[src/rtl/bit_serial_alu_seq_if.sv]
// Request/result bus of the bit-serial ALU sequencer.
// master = requester, slave = sequencer.
interface bit_serial_alu_seq_if #(
  parameter int WIDTH = 8
);
  logic             start;
  logic [2:0]       op_code;
  logic [WIDTH-1:0] opa;
  logic [WIDTH-1:0] opb;
  logic             c_init;
  logic             busy;
  logic             done;
  logic [WIDTH-1:0] result;
  logic             carry;
  logic             zero;

  modport master (
    output start, op_code, opa, opb, c_init,
    input  busy, done, result, carry, zero
  );

  modport slave (
    input  start, op_code, opa, opb, c_init,
    output busy, done, result, carry, zero
  );
endinterface

[src/rtl/bit_serial_alu_seq.sv]
// Feeds a 1-bit ALU one operand bit per clock, LSB first, and chains its carry.
// The serial output is assembled into a WIDTH-bit result with carry and zero flags.
module bit_serial_alu_seq #(
  parameter int WIDTH = 8
) (
  input  logic                  clk,
  input  logic                  rst,
  bit_serial_alu_seq_if.slave   bus,
  output logic                  alu_a,
  output logic                  alu_b,
  output logic                  alu_c_in,
  output logic [2:0]            alu_op,
  input  logic                  alu_o,
  input  logic                  alu_c_out
);

  localparam int CW = (WIDTH > 2) ? $clog2(WIDTH) : 1;

  typedef enum logic [1:0] {
    S_IDLE,
    S_RUN,
    S_DONE
  } state_t;

  state_t           r_state;
  state_t           w_next;
  logic [WIDTH-1:0] r_sa;
  logic [WIDTH-1:0] r_sb;
  logic [WIDTH-1:0] r_acc;
  logic             r_cr;
  logic [CW-1:0]    r_cnt;
  logic [2:0]       r_op;
  logic [WIDTH-1:0] r_result;
  logic             r_carry;
  logic             r_zero;
  logic             w_last;
  logic [WIDTH-1:0] w_word;

  assign w_last = (r_cnt == CW'(WIDTH - 1));
  // Final bit has not been shifted in yet; splice it in directly.
  assign w_word = {alu_o, r_acc[WIDTH-1:1]};

  always_ff @(posedge clk or posedge rst) begin
    if (rst) begin
      r_state <= S_IDLE;
    end else begin
      r_state <= w_next;
    end
  end

  always_comb begin
    w_next      = r_state;
    bus.busy    = 1'b0;
    bus.done    = 1'b0;
    bus.result  = r_result;
    bus.carry   = r_carry;
    bus.zero    = r_zero;
    alu_a       = 1'b0;
    alu_b       = 1'b0;
    alu_c_in    = 1'b0;
    alu_op      = r_op;
    case (r_state)
      S_IDLE: begin
        if (bus.start) begin
          w_next = S_RUN;
        end
      end
      S_RUN: begin
        bus.busy = 1'b1;
        alu_a    = r_sa[0];
        alu_b    = r_sb[0];
        alu_c_in = r_cr;
        if (w_last) begin
          w_next = S_DONE;
        end
      end
      S_DONE: begin
        bus.done = 1'b1;
        w_next   = S_IDLE;
      end
      default: w_next = S_IDLE;
    endcase
  end

  always_ff @(posedge clk or posedge rst) begin
    if (rst) begin
      r_sa     <= '0;
      r_sb     <= '0;
      r_acc    <= '0;
      r_cr     <= 1'b0;
      r_cnt    <= '0;
      r_op     <= '0;
      r_result <= '0;
      r_carry  <= 1'b0;
      r_zero   <= 1'b0;
    end else begin
      case (r_state)
        S_IDLE: begin
          if (bus.start) begin
            r_sa  <= bus.opa;
            r_sb  <= bus.opb;
            r_op  <= bus.op_code;
            r_cr  <= bus.c_init;
            r_cnt <= '0;
          end
        end
        S_RUN: begin
          r_acc <= {alu_o, r_acc[WIDTH-1:1]};
          r_sa  <= r_sa >> 1;
          r_sb  <= r_sb >> 1;
          r_cr  <= alu_c_out;
          r_cnt <= r_cnt + CW'(1);
          if (w_last) begin
            r_result <= w_word;
            r_carry  <= alu_c_out;
            r_zero   <= (w_word == '0);
          end
        end
        default: ;
      endcase
    end
  end

endmodule

[src/flat_wrapper.sv]
// flat-port wrapper written by rule: the top's interface ports become plain ports
module bit_serial_alu_seq_flat 
#(
  parameter int WIDTH = 8
)
  (clk, rst, alu_a, alu_b, alu_c_in, alu_op, alu_o, alu_c_out, bus_start, bus_op_code, bus_opa, bus_opb, bus_c_init, bus_busy, bus_done, bus_result, bus_carry, bus_zero);
  bit_serial_alu_seq_if #(.WIDTH(WIDTH)) bus_i ();
  input  logic clk;
  input  logic rst;
  output logic alu_a;
  output logic alu_b;
  output logic alu_c_in;
  output logic [2:0] alu_op;
  input  logic alu_o;
  input  logic alu_c_out;
  input wire logic [$bits(bus_i.start)-1:0] bus_start;
  input wire logic [$bits(bus_i.op_code)-1:0] bus_op_code;
  input wire logic [$bits(bus_i.opa)-1:0] bus_opa;
  input wire logic [$bits(bus_i.opb)-1:0] bus_opb;
  input wire logic [$bits(bus_i.c_init)-1:0] bus_c_init;
  output wire logic [$bits(bus_i.busy)-1:0] bus_busy;
  output wire logic [$bits(bus_i.done)-1:0] bus_done;
  output wire logic [$bits(bus_i.result)-1:0] bus_result;
  output wire logic [$bits(bus_i.carry)-1:0] bus_carry;
  output wire logic [$bits(bus_i.zero)-1:0] bus_zero;
  assign bus_i.start = bus_start;
  assign bus_i.op_code = bus_op_code;
  assign bus_i.opa = bus_opa;
  assign bus_i.opb = bus_opb;
  assign bus_i.c_init = bus_c_init;
  assign bus_busy = bus_i.busy;
  assign bus_done = bus_i.done;
  assign bus_result = bus_i.result;
  assign bus_carry = bus_i.carry;
  assign bus_zero = bus_i.zero;
  bit_serial_alu_seq #(.WIDTH(WIDTH)) u_core (.clk(clk), .rst(rst), .bus(bus_i), .alu_a(alu_a), .alu_b(alu_b), .alu_c_in(alu_c_in), .alu_op(alu_op), .alu_o(alu_o), .alu_c_out(alu_c_out));
endmodule
[config.mk]
export PLATFORM = sky130hd
export DESIGN_NAME = bit_serial_alu_seq_flat
export DESIGN_NICKNAME = d
export VERILOG_FILES = /design/src/rtl/bit_serial_alu_seq_if.sv /design/src/rtl/bit_serial_alu_seq.sv /design/src/flat_wrapper.sv
export SDC_FILE = /design/constraint.sdc
export NUM_CORES = 1
export LEC_CHECK = 0
export CAP_MARGIN = 20
export CORE_ASPECT_RATIO = 0.7
export CORE_UTILIZATION = 48
export DETAILED_ROUTE_END_ITERATION = 8
export PLACE_DENSITY = 0.77
export SLEW_MARGIN = 10
export SYNTH_ARGS = -nofsm -noshare
export SYNTH_HDL_FRONTEND = slang
export SYNTH_SLANG_ARGS = --single-unit
[constraint.sdc]
create_clock -name clk -period 2.45 [get_ports clk]
set_clock_uncertainty 0.2 [all_clocks]
set_input_delay 0.245 -clock clk [delete_from_list [all_inputs] [get_ports clk]]
set_output_delay 0.245 -clock clk [all_outputs]
set_load 0.05 [all_outputs]
==> impl_metrics.ini, run 1 <==
[grt]
grt_pass1_vias = 1142
grt_overflow = 0
grt_max_degree = 43
grt_pass1_wl_um = 5380
grt_antenna_before_repair = 0
track_usage_pct = 19.0

[synthesis]
synth_cell_type_count = 23
synth_nets = 170
yosysTopAreaCellShare_pct = 57.7
syn_inst = 143
synth_area_sq_um = 1820
synth-seq-cells = 42
synth_largest_area_cell = dfrtp_1
synth-seq-area-share_pct = 57.7
yosys-top-cells-area = dfrtp_1 (58%), mux2_2 (12%), mux2i_1 (8.8%)
ys_warn_count = 0
synth.avg_cell_area_sq_um = 12.7

[critical_path]
slowest_stage = clkdlybuf4s50_1
critPathRequiredTime_ns = 2.01
reg2regPathDepth = 4
worstPathCellList = inv_1 > nor2_1 > clkdlybuf4s50_1
cp-end-kind = output pin
slowest_delay_ns = 0.81
timing.rr.end = u_core.bus.result[5]$_DFFE_PP0P_
r2r_slack_ns = 0.50
crit_family = buffers and inverters
critPathKind = flip-flop to output pin
path_buf_inv = 2
startpoint_type = flip-flop
crit_arrival_ns = 1.76
critical_path_peak_fanout = 7
path_depth = 3
reg2reg_from = u_core.r_cnt[0]$_DFFE_PP0P_

[cts]
cts_made_buffers = 5
clk_path_buf_depth = 2
postCtsSetupRepairBufs = 0
cts_root_buf = clkbuf_8
clk_latency_ns = 0.29
cts_resized = 0
clk_pin_slew_worst_paths_ns = 0.08
clkSinkCount = 42
tritoncts = yes
ctsHoldBuffers = 0
cts.htree.levels = 2

[place]
dp_hpwl_um = 2340
postPlaceCellArea_sq_um = 2310
portBuffers = 42
gp_congestion = 0.763

[die]
rows = 18
die_h_um = 53.5
fp.coreArea_sq_um = 3580
die_area_sq_um = 4050
initial_utilization_pct = 50.8
die_w_um = 75.6
io_pins = 43

[outcome]
status = complete, no violations

[final_layout]
final_cell_mix = dfrtp_1 (42), clkdlybuf4s50_1 (38), mux2_2 (20)
final_area_sq_um = 2420
fillers = 266
nNetsFinal = 216
synthToLayoutAreaGrowth_pct = 33.0
layout-drive-gt1-share_pct = 21.1
final_common_cell = dfrtp_1
diodes = 0

[sta]
layout_worst_path_cycle_share_pct = 90.2
timing.final.max_slew_violations = 0
finalHoldViolCount = 0
setup_viol = 0
worstMarginPinSlew_ns = 0.553
layout_min_cycle_time_ns = 2.21
worst_slew_margin_rel_pct = 63.1
fmax_mhz = 453
rsz0062_at_grt = no
tns_ns = 0

[power]
p_int_w = 0.00210
power_frac_seq_pct = 35.2
leakage_nw = 1.11
clkPwrFrac_pct = 15.0
ir_worst_vdd_v = 0.00113
pwr-share-comb_pct = 49.7
p_per_area_nw_per_um2 = 1440
switching_share_pct = 39.8
p_switching_w = 0.00139

[route]
via_per_inst = 4.90
firstDrtPassIters = 4
avgRoutedWirePerCell_um = 13.8
vias = 1176
drc = 0
drt-initial-drc-count = 87
drtAntennaViolNets = 0
wl_um = 3300

[run]
maxCapViolations = 0

[min_path]
hp-class = input pin to asynchronous set/reset pin
[per-layer routing]
layer,wire length (um),track usage (%)
met5,0,0
met4,51,8.95
met3,157,5.14
met2,1510,30.4
met1,1580,24.3
[layout make-up]
class / count / area (sq um) / area share (%)
clock buffers: 5 / 68.8 / 2.84
clock inverters: 3 / 40.0 / 1.65
inverters: 4 / 15.0 / 0.620
multi-input cells: 89 / 686 / 28.3
flip-flops and latches: 42 / 1050 / 43.4
well taps: 50 / 62.6 / 2.58
repair buffers: 47 / 498 / 20.6
[registers in the layout, indices dropped and copies added, names as in the netlist]
signal and cells:
u_core.bus.result 8, u_core.r_sa 8, u_core.r_sb 8, u_core.r_acc 7
u_core.alu_op 3, u_core.r_cnt 3, u_core.r_state 2, u_core.bus.carry 1
u_core.bus.zero 1, u_core.r_cr 1
[Yosys cell counts]
library cell,n
mux2i_1,16
ha_1,2
o21ai_0,7
buf_4,3
and2_1,3
buf_12,1
a31oi_1,1
nand3b_1,1
nor2b_1,1
nor3b_2,1
buf_2,2
nor4_1,2
clkbuf_2,1
mux2_2,20
o21bai_2,1
a22o_1,3
inv_1,4
nor2b_4,1
nand2_1,18
o21ai_1,10
dfrtp_1,42
buf_6,1
nor2_1,2
[tightest hold or removal path, delay by kind of cell]
| family | cells | cell delay, ns |
|---|---|---|
| buf+inv | 3 | 0.88 |
[logic make-up (layout without fill, tap and decap cells)]
kind of cell    count (synthesis)  in the layout  share of synthesized area [%]
compound gates                 22             22                           7.08
fa+ha+maj                       2              2                           1.37
buf+inv                        12             59                           4.60
flops                          42             42                           57.7
mux                            36             36                           21.2
simple gates                   29             29                           8.04
[through the flow]
step,hold WS [ns],std cells,setup slack [ns],util [%],power (W)
2_1_floorplan,0.178,143,0.708,-,0.00243
3_3_place_gp,0.256,232,0.569,64.6,0.00292
3_5_place_dp,0.269,232,0.504,64.6,0.00299
4_1_cts,0.197,240,0.222,67.6,0.00353
5_1_grt,0.245,240,0.169,67.6,0.00371
6_report,0.182,240,0.241,67.6,0.00348
[how the worst max path moves through the flow]
stage                             startpoint                          endpoint  slack, ns
2_1_floorplan  u_core.r_state[0]$_DFFE_PP0P_                             alu_a       0.71
3_3_place_gp     u_core.r_cnt[0]$_DFFE_PP0P_  u_core.bus.result[0]$_DFFE_PP0P_       0.57
3_5_place_dp     u_core.r_cnt[0]$_DFFE_PP0P_  u_core.bus.result[5]$_DFFE_PP0P_       0.50
4_1_cts        u_core.r_state[1]$_DFFE_PP0P_                          bus_done       0.22
5_1_grt        u_core.r_state[1]$_DFFE_PP0P_                          bus_done       0.17
6_report       u_core.r_state[1]$_DFFE_PP0P_                          bus_done       0.24
[power by group through the flow]
stage | clock network [W] | logic [W] | registers (W)
finish | 0.000524 | 0.00173 | 0.00123
global placement | 0 | 0.00170 | 0.00121
detailed placement | 0 | 0.00175 | 0.00124
CTS | 0.000542 | 0.00176 | 0.00123
global route | 0.000577 | 0.00186 | 0.00127
floorplan | 0 | 0.000882 | 0.00155
No activity file was read; power rests on OpenSTA's default activity.
==> run 2: changes to the inputs <==
--- a/config.mk
+++ b/config.mk
@@ -8,6 +8,7 @@
 export CAP_MARGIN = 20
 export CORE_ASPECT_RATIO = 0.7
 export CORE_UTILIZATION = 48
+export CTS_CLUSTER_SIZE = 28
 export DETAILED_ROUTE_END_ITERATION = 8
 export PLACE_DENSITY = 0.77
 export SLEW_MARGIN = 10
==> results of run 2 <==
No change in the layout: final DEF, timing and power equal those of run 1.
==> run 3: changes to the inputs <==
--- a/config.mk
+++ b/config.mk
@@ -6,12 +6,13 @@
 export NUM_CORES = 1
 export LEC_CHECK = 0
 export CAP_MARGIN = 20
+export CELL_PAD_IN_SITES_DETAIL_PLACEMENT = 1
+export CELL_PAD_IN_SITES_GLOBAL_PLACEMENT = 2
 export CORE_ASPECT_RATIO = 0.7
-export CORE_UTILIZATION = 48
+export CORE_UTILIZATION = 35
 export CTS_CLUSTER_SIZE = 28
 export DETAILED_ROUTE_END_ITERATION = 8
-export PLACE_DENSITY = 0.77
-export SLEW_MARGIN = 10
+export PLACE_DENSITY_LB_ADDON = 0.1
 export SYNTH_ARGS = -nofsm -noshare
 export SYNTH_HDL_FRONTEND = slang
 export SYNTH_SLANG_ARGS = --single-unit
==> run 3 against run 2 <==
  * Clock power shrank 2%
  * Non-clock buffer count shrank 1
  * Critical path depth is the same
  * Total power grew 0.54%
  * Design area grew 1.2%
  * Routed wire length grew 14%
  * Critical endpoint unchanged
  * Highest routed layer unchanged
==> impl_metrics.ini, run 3 (synthesized netlist as in run 1, its figures left out) <==
[power]
ir_worst_vdd_v = 0.000473
leakage_nw = 1.11
p_per_area_nw_per_um2 = 1430
total_power_w = 0.00350

[final_layout]
fillers = 532
diodes = 0
layout-drive-gt1-share_pct = 20.6
nNetsFinal = 215
synthToLayoutAreaGrowth_pct = 34.6
final_common_cell = dfrtp_1
final_cell_mix = dfrtp_1 (42), clkdlybuf4s50_1 (38), mux2_2 (20)
final_area_sq_um = 2450

[sta]
setup_viol = 0
worst_slew_margin_rel_pct = 61.1
timing.final.max_slew_violations = 0
worstMarginPinSlew_ns = 0.582
layout_worst_path_cycle_share_pct = 92.1
finalHoldViolCount = 0
fmax_mhz = 443
tns_ns = 0
rsz0062_at_grt = no
whs_ns = 0.184
layout_min_cycle_time_ns = 2.26

[critical_path]
timing.rr.end = u_core.bus.result[5]$_DFFE_PP0P_
setup.worst_path.start = u_core.r_state[1]$_DFFE_PP0P_
critical_path_peak_fanout = 7
cp-end-kind = output pin
startpoint_type = flip-flop
reg2regPathDepth = 4
critPathKind = flip-flop to output pin
crit_arrival_ns = 1.81
r2r_slack_ns = 0.49
critPathRequiredTime_ns = 2.01
reg2reg_from = u_core.r_cnt[0]$_DFFE_PP0P_
crit_end = bus_done

[cts]
clk_latency_ns = 0.29
tritoncts = yes
clk_pin_slew_worst_paths_ns = 0.08
postCtsSetupRepairBufs = 0
cts_resized = 0
cts.htree.levels = 2
ctsHoldBuffers = 0
cts_root_buf = clkbuf_8
clkSinkCount = 42
cts_made_buffers = 5
clk_path_buf_depth = 2

[route]
avgRoutedWirePerCell_um = 14.6
drt-initial-drc-count = 37
vias = 1227
drtAntennaViolNets = 0
drc = 0
via_per_inst = 4.76
wl_um = 3770
firstDrtPassIters = 3

[outcome]
status = complete, no violations

[grt]
grt_pass1_wl_um = 6760
grt_max_degree = 43
grt_antenna_before_repair = 0
grt_overflow = 0
grt_pass1_vias = 1365
track_usage_pct = 16.3

[die]
die_w_um = 88.2
initial_utilization_pct = 37.3
io_pins = 43
die_area_sq_um = 5500
fp.coreArea_sq_um = 4890
die_h_um = 62.3
rows = 21

[place]
postPlaceCellArea_sq_um = 2340
gp_congestion = 0.717
dp_hpwl_um = 2710
portBuffers = 42

[min_path]
hp-class = input pin to asynchronous set/reset pin

[run]
maxCapViolations = 0
run 3: worst min path at each step:
stage	to	slack, ns	cells after the start	from
final	u_core.bus.result[2]$_DFFE_PP0P_	0.18	3	rst
after detailed placement	u_core.r_sb[5]$_DFFE_PP0P_	0.28	2	u_core.r_sb[5]$_DFFE_PP0P_
after global placement	u_core.r_sa[0]$_DFFE_PP0P_	0.26	2	u_core.r_sa[0]$_DFFE_PP0P_
after CTS	u_core.bus.result[2]$_DFFE_PP0P_	0.20	3	rst
after global routing	u_core.r_sb[4]$_DFFE_PP0P_	0.25	3	rst
after floorplan	u_core.r_sb[7]$_DFFE_PP0P_	0.18	1	bus_opb[7]
run 3: report_power, final:
part | internal (W) | leakage [nW] | total [W] | switching (W)
clock | 0.000284 | 0.0575 | 0.000512 | 0.000228
sequential | 0.00102 | 0.516 | 0.00123 | 0.000211
combinational | 0.000793 | 0.538 | 0.00176 | 0.000971
run 3: per-stage QoR:
step / setup WS (ns) / instances / util, %
5_1_grt: 0.0853 / 258 / 50.2
6_report: 0.195 / 258 / 50.2
3_3_place_gp: 0.551 / 250 / 47.9
2_1_floorplan: 0.708 / 143 / -
4_1_cts: 0.165 / 258 / 50.2
3_5_place_dp: 0.483 / 250 / 47.9
run 3: final cells by class:
cell class	count	area [sq um]	area share (%)
clock buffers	8	110	4.49
inverters	4	15.0	0.613
multi-input cells	89	686	28.0
flip-flops and latches	42	1050	42.9
well taps	69	86.3	3.52
repair buffers	46	503	20.5
run 3: worst max-delay path: stages, from the launching register on:
cell and delay, ns:
dfrtp_1 0.49, inv_1 0.11, nor2_1 0.11, clkdlybuf4s50_1 0.81
run 3: per-layer routing:
layer / wire, um / part of all wire (%) / GRT usage (%) / vias to the layer above
li1: - / - / - / 585
met1: 1770 / 47 / 22.1 / 610
met2: 1790 / 47 / 25.1 / 25
met3: 154 / 4.1 / 4.26 / 7
met4: 59 / 1.6 / 6.05 / 0
met5: 0 / 0 / 0 / -
